[src/rtl/button_conditioner.sv]
// N-channel push-button front end: synchroniser, debouncer and press/release/repeat pulse FSM.
// Each channel is independent; pulses are registered and exactly one cycle wide.
module button_conditioner #(
  parameter int N_BTN         = 3,
  parameter int SYNC_STAGES   = 2,
  parameter int DEBOUNCE_CYC  = 250000,
  parameter int REPEAT_DELAY  = 12500000,
  parameter int REPEAT_PERIOD = 3125000,
  parameter bit ACTIVE_LOW    = 1'b0
) (
  input  logic             clk,
  input  logic             rst_n,
  input  logic [N_BTN-1:0] btn_raw,
  input  logic             enable,
  input  logic [N_BTN-1:0] repeat_en,
  output logic [N_BTN-1:0] btn_level,
  output logic [N_BTN-1:0] btn_press,
  output logic [N_BTN-1:0] btn_release
);

  localparam int DB_W    = $clog2(DEBOUNCE_CYC + 1);
  localparam int RPT_MAX = (REPEAT_DELAY > REPEAT_PERIOD) ? REPEAT_DELAY : REPEAT_PERIOD;
  localparam int RPT_W   = $clog2(RPT_MAX + 1);

  localparam logic [DB_W-1:0]  DB_LAST  = DB_W'(DEBOUNCE_CYC - 1);
  localparam logic [RPT_W-1:0] DLY_LAST = RPT_W'(REPEAT_DELAY - 1);
  localparam logic [RPT_W-1:0] PER_LAST = RPT_W'(REPEAT_PERIOD - 1);
  localparam logic             REL_VAL  = ACTIVE_LOW;

  typedef enum logic [1:0] {
    ST_IDLE   = 2'd0,
    ST_HELD   = 2'd1,
    ST_REPEAT = 2'd2
  } state_t;

  for (genvar i = 0; i < N_BTN; i++) begin : g_ch
    logic [SYNC_STAGES-1:0] sync_q;
    logic                   s_q;
    logic                   level_q, level_d;
    logic [DB_W-1:0]        db_cnt_q, db_cnt_d;
    state_t                 state_q, state_d;
    logic [RPT_W-1:0]       rpt_cnt_q, rpt_cnt_d;
    logic                   press_q, press_d;
    logic                   release_q, release_d;
    logic                   rise, fall;

    // Polarity is normalised in the flop after the chain so s_q is always 1 = pressed.
    always_ff @(posedge clk or negedge rst_n) begin
      if (!rst_n) begin
        sync_q <= {SYNC_STAGES{REL_VAL}};
        s_q    <= 1'b0;
      end else begin
        sync_q <= {sync_q[SYNC_STAGES-2:0], btn_raw[i]};
        s_q    <= sync_q[SYNC_STAGES-1] ^ REL_VAL;
      end
    end

    always_comb begin
      level_d  = level_q;
      db_cnt_d = '0;
      rise     = 1'b0;
      fall     = 1'b0;
      if (s_q != level_q) begin
        if (db_cnt_q == DB_LAST) begin
          level_d = s_q;
          rise    = s_q;
          fall    = ~s_q;
        end else begin
          db_cnt_d = db_cnt_q + DB_W'(1);
        end
      end
    end

    always_comb begin
      state_d   = state_q;
      rpt_cnt_d = rpt_cnt_q;
      press_d   = 1'b0;
      release_d = 1'b0;
      case (state_q)
        ST_IDLE: begin
          rpt_cnt_d = '0;
          if (rise) begin
            state_d = ST_HELD;
            press_d = enable;
          end
        end
        default: begin
          // A release always wins over a repeat that falls due in the same cycle.
          if (fall) begin
            state_d   = ST_IDLE;
            rpt_cnt_d = '0;
            release_d = enable;
          end else if (!enable || !repeat_en[i]) begin
            state_d   = ST_HELD;
            rpt_cnt_d = '0;
          end else if (rpt_cnt_q == ((state_q == ST_HELD) ? DLY_LAST : PER_LAST)) begin
            state_d   = ST_REPEAT;
            rpt_cnt_d = '0;
            press_d   = 1'b1;
          end else begin
            rpt_cnt_d = rpt_cnt_q + RPT_W'(1);
          end
        end
      endcase
    end

    always_ff @(posedge clk or negedge rst_n) begin
      if (!rst_n) begin
        level_q   <= 1'b0;
        db_cnt_q  <= '0;
        state_q   <= ST_IDLE;
        rpt_cnt_q <= '0;
        press_q   <= 1'b0;
        release_q <= 1'b0;
      end else begin
        level_q   <= level_d;
        db_cnt_q  <= db_cnt_d;
        state_q   <= state_d;
        rpt_cnt_q <= rpt_cnt_d;
        press_q   <= press_d;
        release_q <= release_d;
      end
    end

    assign btn_level[i]   = level_q;
    assign btn_press[i]   = press_q;
    assign btn_release[i] = release_q;
  end

endmodule
[config.mk]
export PLATFORM = sky130hd
export DESIGN_NAME = button_conditioner
export DESIGN_NICKNAME = d
export VERILOG_FILES = /design/src/rtl/button_conditioner.sv
export SDC_FILE = /design/constraint.sdc
export NUM_CORES = 1
export LEC_CHECK = 0
export CAP_MARGIN = 10
export CELL_PAD_IN_SITES_DETAIL_PLACEMENT = 1
export CELL_PAD_IN_SITES_GLOBAL_PLACEMENT = 2
export CORE_MARGIN = 5
export CORE_UTILIZATION = 36
export DETAILED_ROUTE_END_ITERATION = 7
export PLACE_DENSITY_LB_ADDON = 0.3
export SYNTH_ARGS = -nofsm -noshare
export SYNTH_HDL_FRONTEND = slang
export SYNTH_SLANG_ARGS = --single-unit
[constraint.sdc]
create_clock -name clk -period 2.2 [get_ports clk]
set_clock_uncertainty 0.15 [all_clocks]
set_input_delay 0.44 -clock clk [delete_from_list [all_inputs] [get_ports clk]]
set_output_delay 0.44 -clock clk [all_outputs]
set_load 0.1 [all_outputs]
## Word level (Yosys, flattened, before mapping)

Index checks and enable logic that the tools add are counted.

| cells by class | value |
|---|---|
| add/subtract/negate cells | 6 |
| equal/unequal tests | 15 |
| multiplexer cells | 69 |
| bitwise gates (word level) | 3 |
| reduce and logical (&&, ||, !) cells | 19 |

Operator list:

| kind | number |
|---|---|
| 2-to-1 mux 24 bit | 15 |
| 2-to-1 mux 18 bit | 6 |
| adder 24 x 1 -> 24 bit, second input constant | 3 |
| equality test 24 bit | 3 |
| adder 18 x 1 -> 18 bit, second input constant | 3 |
| equality test 18 bit, second input constant | 3 |
| 2-to-1 mux 1 bit | 33 |
| 2-to-1 mux 2 bit | 15 |
| AND reduction 2 bit | 6 |
| nonzero test 4 bit | 3 |
| equality test 2 x 1 -> 1 bit, second input constant | 3 |
| logical NOT 2 bit | 3 |
| != test 2 bit, second input constant | 3 |
| logical NOT 1 bit | 4 |
| logical OR 1 bit | 3 |
| != test 1 bit | 3 |
| inverter 1 bit | 3 |

| storage, ports and cells | value |
|---|---|
| register bits | 150 |
| bits of input ports | 9 |
| output and inout port bits | 9 |
| word-level logic and storage cells | 136 |

## Longest topological paths before layout

| depth | value |
|---|---|
| word-level depth | 7 |
| mapped depth | 8 |
| gate-level depth less buffers | 6 |

## Least setup slack after synthesis

OpenSTA, ideal clock, no wires.

| timing path | value |
|---|---|
| path kind | flip-flop to flip-flop |
| start | reg g_ch[1].rpt_cnt_q[16] |
| end | reg g_ch[1].press_q |
| library setup time | 0.083 ns |
| data arrival time | 2.153 ns |
| required time | 1.967 ns |
| path slack | -0.186 ns |
| stages on the path, launching flop included | 6 |
| buffers on the path | 0 |
| cell sequence | dfrtp_1 > or4b_1 > or4_1 > a211oi_2 > or4b_1 > o21ai_0 |

| between the ends | value |
|---|---|
| cells in the longest elaborated chain, start to end | 5 |

Ends and longest elaborated chain:

| item | RTL line | text |
|---|---|---|
| start: declaration | 42 | `logic [RPT_W-1:0] rpt_cnt_q, rpt_cnt_d;` |
| start signal: assignment | 119 | `rpt_cnt_q <= rpt_cnt_d;` |
| equality test 24 bit | 96 | `end else if (rpt_cnt_q == ((state_q == ST_HELD) ? DLY_LAST : PER_LAST)) begin` |
| 2-to-1 mux 1 bit | 96 |  |
| 2-to-1 mux 1 bit | 93 | `end else if (!enable \|\| !repeat_en[i]) begin` |
| 2-to-1 mux 1 bit | 89 | `if (fall) begin` |
| 2-to-1 mux 1 bit | 79 | `case (state_q)` |
| named net g_ch[1].press_d | 43 | `logic press_q, press_d;` |
| end signal: assignment | 120 | `press_q <= press_d;` |
| end: declaration | 43 |  |

The timed path passes the listed nets, and every way through them passes these cells.
A chain may end at the register's enable or synchronous reset.

## Worst setup path after layout

| timing path | value |
|---|---|
| start | reg g_ch[1].rpt_cnt_q[9] |
| end | reg g_ch[1].rpt_cnt_q[16] |

| between the ends | value |
|---|---|
| cells in the longest elaborated chain, start to end | 5 |

Ends and longest elaborated chain:

| item | RTL line |
|---|---|
| adder 24 x 1 -> 24 bit / equality test 24 bit (equally long branches) | 101, 96 |
| 2-to-1 mux 24 bit * | 96 |
| 2-to-1 mux 24 bit * | 93 |
| 2-to-1 mux 24 bit * | 89 |
| 2-to-1 mux 24 bit * | 79 |
| named net g_ch[1].rpt_cnt_d[16] | 42 |

The timed path passes the listed nets; every way through them passes the cells marked *.

==> out/qor.csv <==
metric;value;unit
run_status;complete, but fails checks;
violations_in_the_final_reports;negative setup slack;
drt_iter0_markers;125;
worstSkewPairLatency;0.43;ns
final_design_area_no_fill;0.00907;mm²
r2r_start;g_ch[1].rpt_cnt_q[9];
via_count_of_the_first_global_routing_pass;6170;
worst_slack;-0.257;ns
vias_per_cell;5.02;
effective_utilization_at_floorplan;36.2;%
synthToLayoutAreaGrowth;25.2;%
setup.worst_path.start_class;flip-flop;
p_leak;3.80;nW
synth_cell_types;50;
clock_tree_from_tritoncts;built;
post_synth_main_area_contributors;sky130_fd_sc_hd__dfrtp_1 (52%), sky130_fd_sc_hd__xor2_1 (8.2%), sky130_fd_sc_hd__nor2_1 (8.1%);
syn_area;0.00725;mm²
powerDensity;678;mW/mm²
critPathMaxFanout;6;
floorplan.core_area;0.0200;mm²
power.ir.vdd_worst;519;µV
crit_path_start;g_ch[1].rpt_cnt_q[9];
dp_hpwl;11.9;mm
chipWidth;152;µm
edff_count_synth;0;
yosysWarningCount;0;
number_of_iterations_in_the_first_detailed_routing_pass;4;
rsz_0062_raised_after_global_routing;true;
floorplan.die_area;0.0231;mm²
num-nets-final;838;
cts-htree-levels;4;
global_route_wire_length_before_repair;30.0;mm
maximum_operating_frequency;0.407;GHz
globalRouteOverflowTotal;0;
top_level_ports;18;
cts_inserted_buffers;17;
rows;52;
synth_top_flop_cell;sky130_fd_sc_hd__dfrtp_1;
synth_top_area_share;51.8;%
hold_class;flip-flop to flip-flop;
slew_violations;0;
timing.slew.headroom;58.0;%
timing.final.setup_violations;27;
ctsRootBufferMaster;sky130_fd_sc_hd__clkbuf_16;
postSynthAreaPerCell;9.68;µm²
hp-start;g_ch[0].sync_q[1];
yosys_register_bits;150;
route.vias.total;5543;
timing.final.crit_period;2.46;ns
finalHoldViolCount;0;
detailed_place.area;0.00810;mm²
max-clock-path-buffers;2;
clk_pin_slew_worst_paths;0.06;ns
hold_slack;0.202;ns
drt.antenna.violating_nets;0;
postLayoutCoreUtil;45.3;%
yosysMostFrequentCell;sky130_fd_sc_hd__nor2_1;
gp_congestion;0.771;
ys_top_cells_by_count;sky130_fd_sc_hd__nor2_1 (157), sky130_fd_sc_hd__dfrtp_1 (150), sky130_fd_sc_hd__xor2_1 (68);
cts_num_sinks;150;
io_buffer_count;17;
synthDominantAreaCellType;sky130_fd_sc_hd__dfrtp_1;
worst_slew_pin_slew;0.625;ns
totalNegativeSetupSlack;-5.99;ns
antenna_found_initial;0;
timing_worst_setup_path_type;flip-flop to flip-flop;
route.final.wire_length;17.4;mm
postSynthCellCount;749;
pin_count_of_the_biggest_net_entering_global_routing;49;
drive_gt1_share;18.2;%
grt_util_all_layers;15.5;%
critical_path_arrival;2.61;ns
critical_path_required;2.35;ns
finalCritPeriodShare;112;%
post_drt_wl_per_cell;15.8;µm
num_antenna_cells;0;
synth_sequential_area_ratio;51.8;%
cp-end-kind;flip-flop;
drcViolationCount;0;
ys_async_sr_fraction;100;%
mappedNetlistNets;764;
report.power.total;6.15;mW
cap_viol_max_count;0;
fp.dieH;152;µm
==> cells by family after synthesis <==
kind of cell             share of synthesized area (%)
AO/OA/AOI/OAI                                     2.40
XOR/XNOR                                          13.9
adder cells (fa/ha/maj)                           1.04
buffers and inverters                             3.07
flip-flops                                        51.8
multiplexers                                     0.587
AND/OR/NAND/NOR                                   27.2
==> cells in the final DEF (no fill, tap or decap), types with 8 or more instances in the layout <==
master and n:
sky130_fd_sc_hd__xnor2_1 47, sky130_fd_sc_hd__nor2_1 134, sky130_fd_sc_hd__nand4_1 32, sky130_fd_sc_hd__buf_4 58
sky130_fd_sc_hd__nor4_1 12, sky130_fd_sc_hd__buf_12 8, sky130_fd_sc_hd__clkbuf_16 21, sky130_fd_sc_hd__inv_1 20
sky130_fd_sc_hd__nor2_2 16, sky130_fd_sc_hd__dfrtp_1 150, sky130_fd_sc_hd__and3_1 17, sky130_fd_sc_hd__xor2_1 68
sky130_fd_sc_hd__nor3_1 24, sky130_fd_sc_hd__nand3_1 53, sky130_fd_sc_hd__nand2_1 51
==> sequential cells by signal, summed over array words and instances, names as in the netlist <==
| signal | flops |
|---|---|
| g_ch.db_cnt_q | 54 |
| g_ch.level_q | 3 |
| g_ch.press_q | 3 |
| g_ch.release_q | 3 |
| g_ch.rpt_cnt_q | 72 |
| g_ch.s_q | 3 |
| g_ch.state_q | 6 |
| g_ch.sync_q | 6 |
==> layout make-up <==
| cell class | instances | area [µm²] |
|---|---|---|
| tap | 270 | 338 |
| clock inverter | 9 | 150 |
| sequential | 150 | 3750 |
| inverter | 20 | 75.1 |
| clock buffer | 21 | 470 |
| timing repair buffer | 81 | 810 |
| multi-input combinational | 553 | 3480 |
| fill | 2277 | 11000 |
==> where the power goes <==
group | internal, mW | switching (mW)
Sequential | 2.79 | 0.0201
Combinational | 0.101 | 0.148
Clock | 1.97 | 1.12
==> stage by stage <==
step           setup slack (ns)  cells
2_1_floorplan           -0.0971    749
3_3_place_gp             -0.145   1064
3_5_place_dp             -0.241   1064
4_1_cts                  -0.178   1096
5_1_grt                  -0.306   1104
6_report                 -0.257   1104
==> routing by layer <==
metal  track usage, %  share of wire (%)
met4             4.92               0.90
met2             26.7                 51
met5                0                  0
met1             19.6                 46
met3             3.13                2.1
==> critical path, stage by stage (launching register included) <==
cell                        delay, ns
sky130_fd_sc_hd__dfrtp_1         0.37
sky130_fd_sc_hd__or4b_1          0.52
sky130_fd_sc_hd__or4_4           0.44
sky130_fd_sc_hd__a211oi_4        0.30
sky130_fd_sc_hd__buf_4           0.15
sky130_fd_sc_hd__or4_4           0.19
sky130_fd_sc_hd__clkbuf_16       0.18
sky130_fd_sc_hd__nor2_2          0.04
==> final timing paths <==
check | endpoint | slack (ns) | cells after the start
max reg2reg | g_ch[1].rpt_cnt_q[16] | -0.26 | 7
max in group asynchronous | g_ch[2].db_cnt_q[7] | 0.97 | 3
min reg2reg | g_ch[0].s_q | 0.20 | 0
max | g_ch[1].rpt_cnt_q[16] | -0.26 | 7
min | g_ch[0].s_q | 0.20 | 0
min in group asynchronous | g_ch[1].rpt_cnt_q[15] | 0.34 | 2
==> repair_timing <==
item                                   CTS  global route
pin swaps                                2            11
buffers inserted                         1             3
gates cloned                             0             5
endpoints found under the hold margin   30             0
gates resized for setup                  7            43
setup endpoints to repair               53            92
hold buffers                             1             0
(Power assumes the default switching activity.)
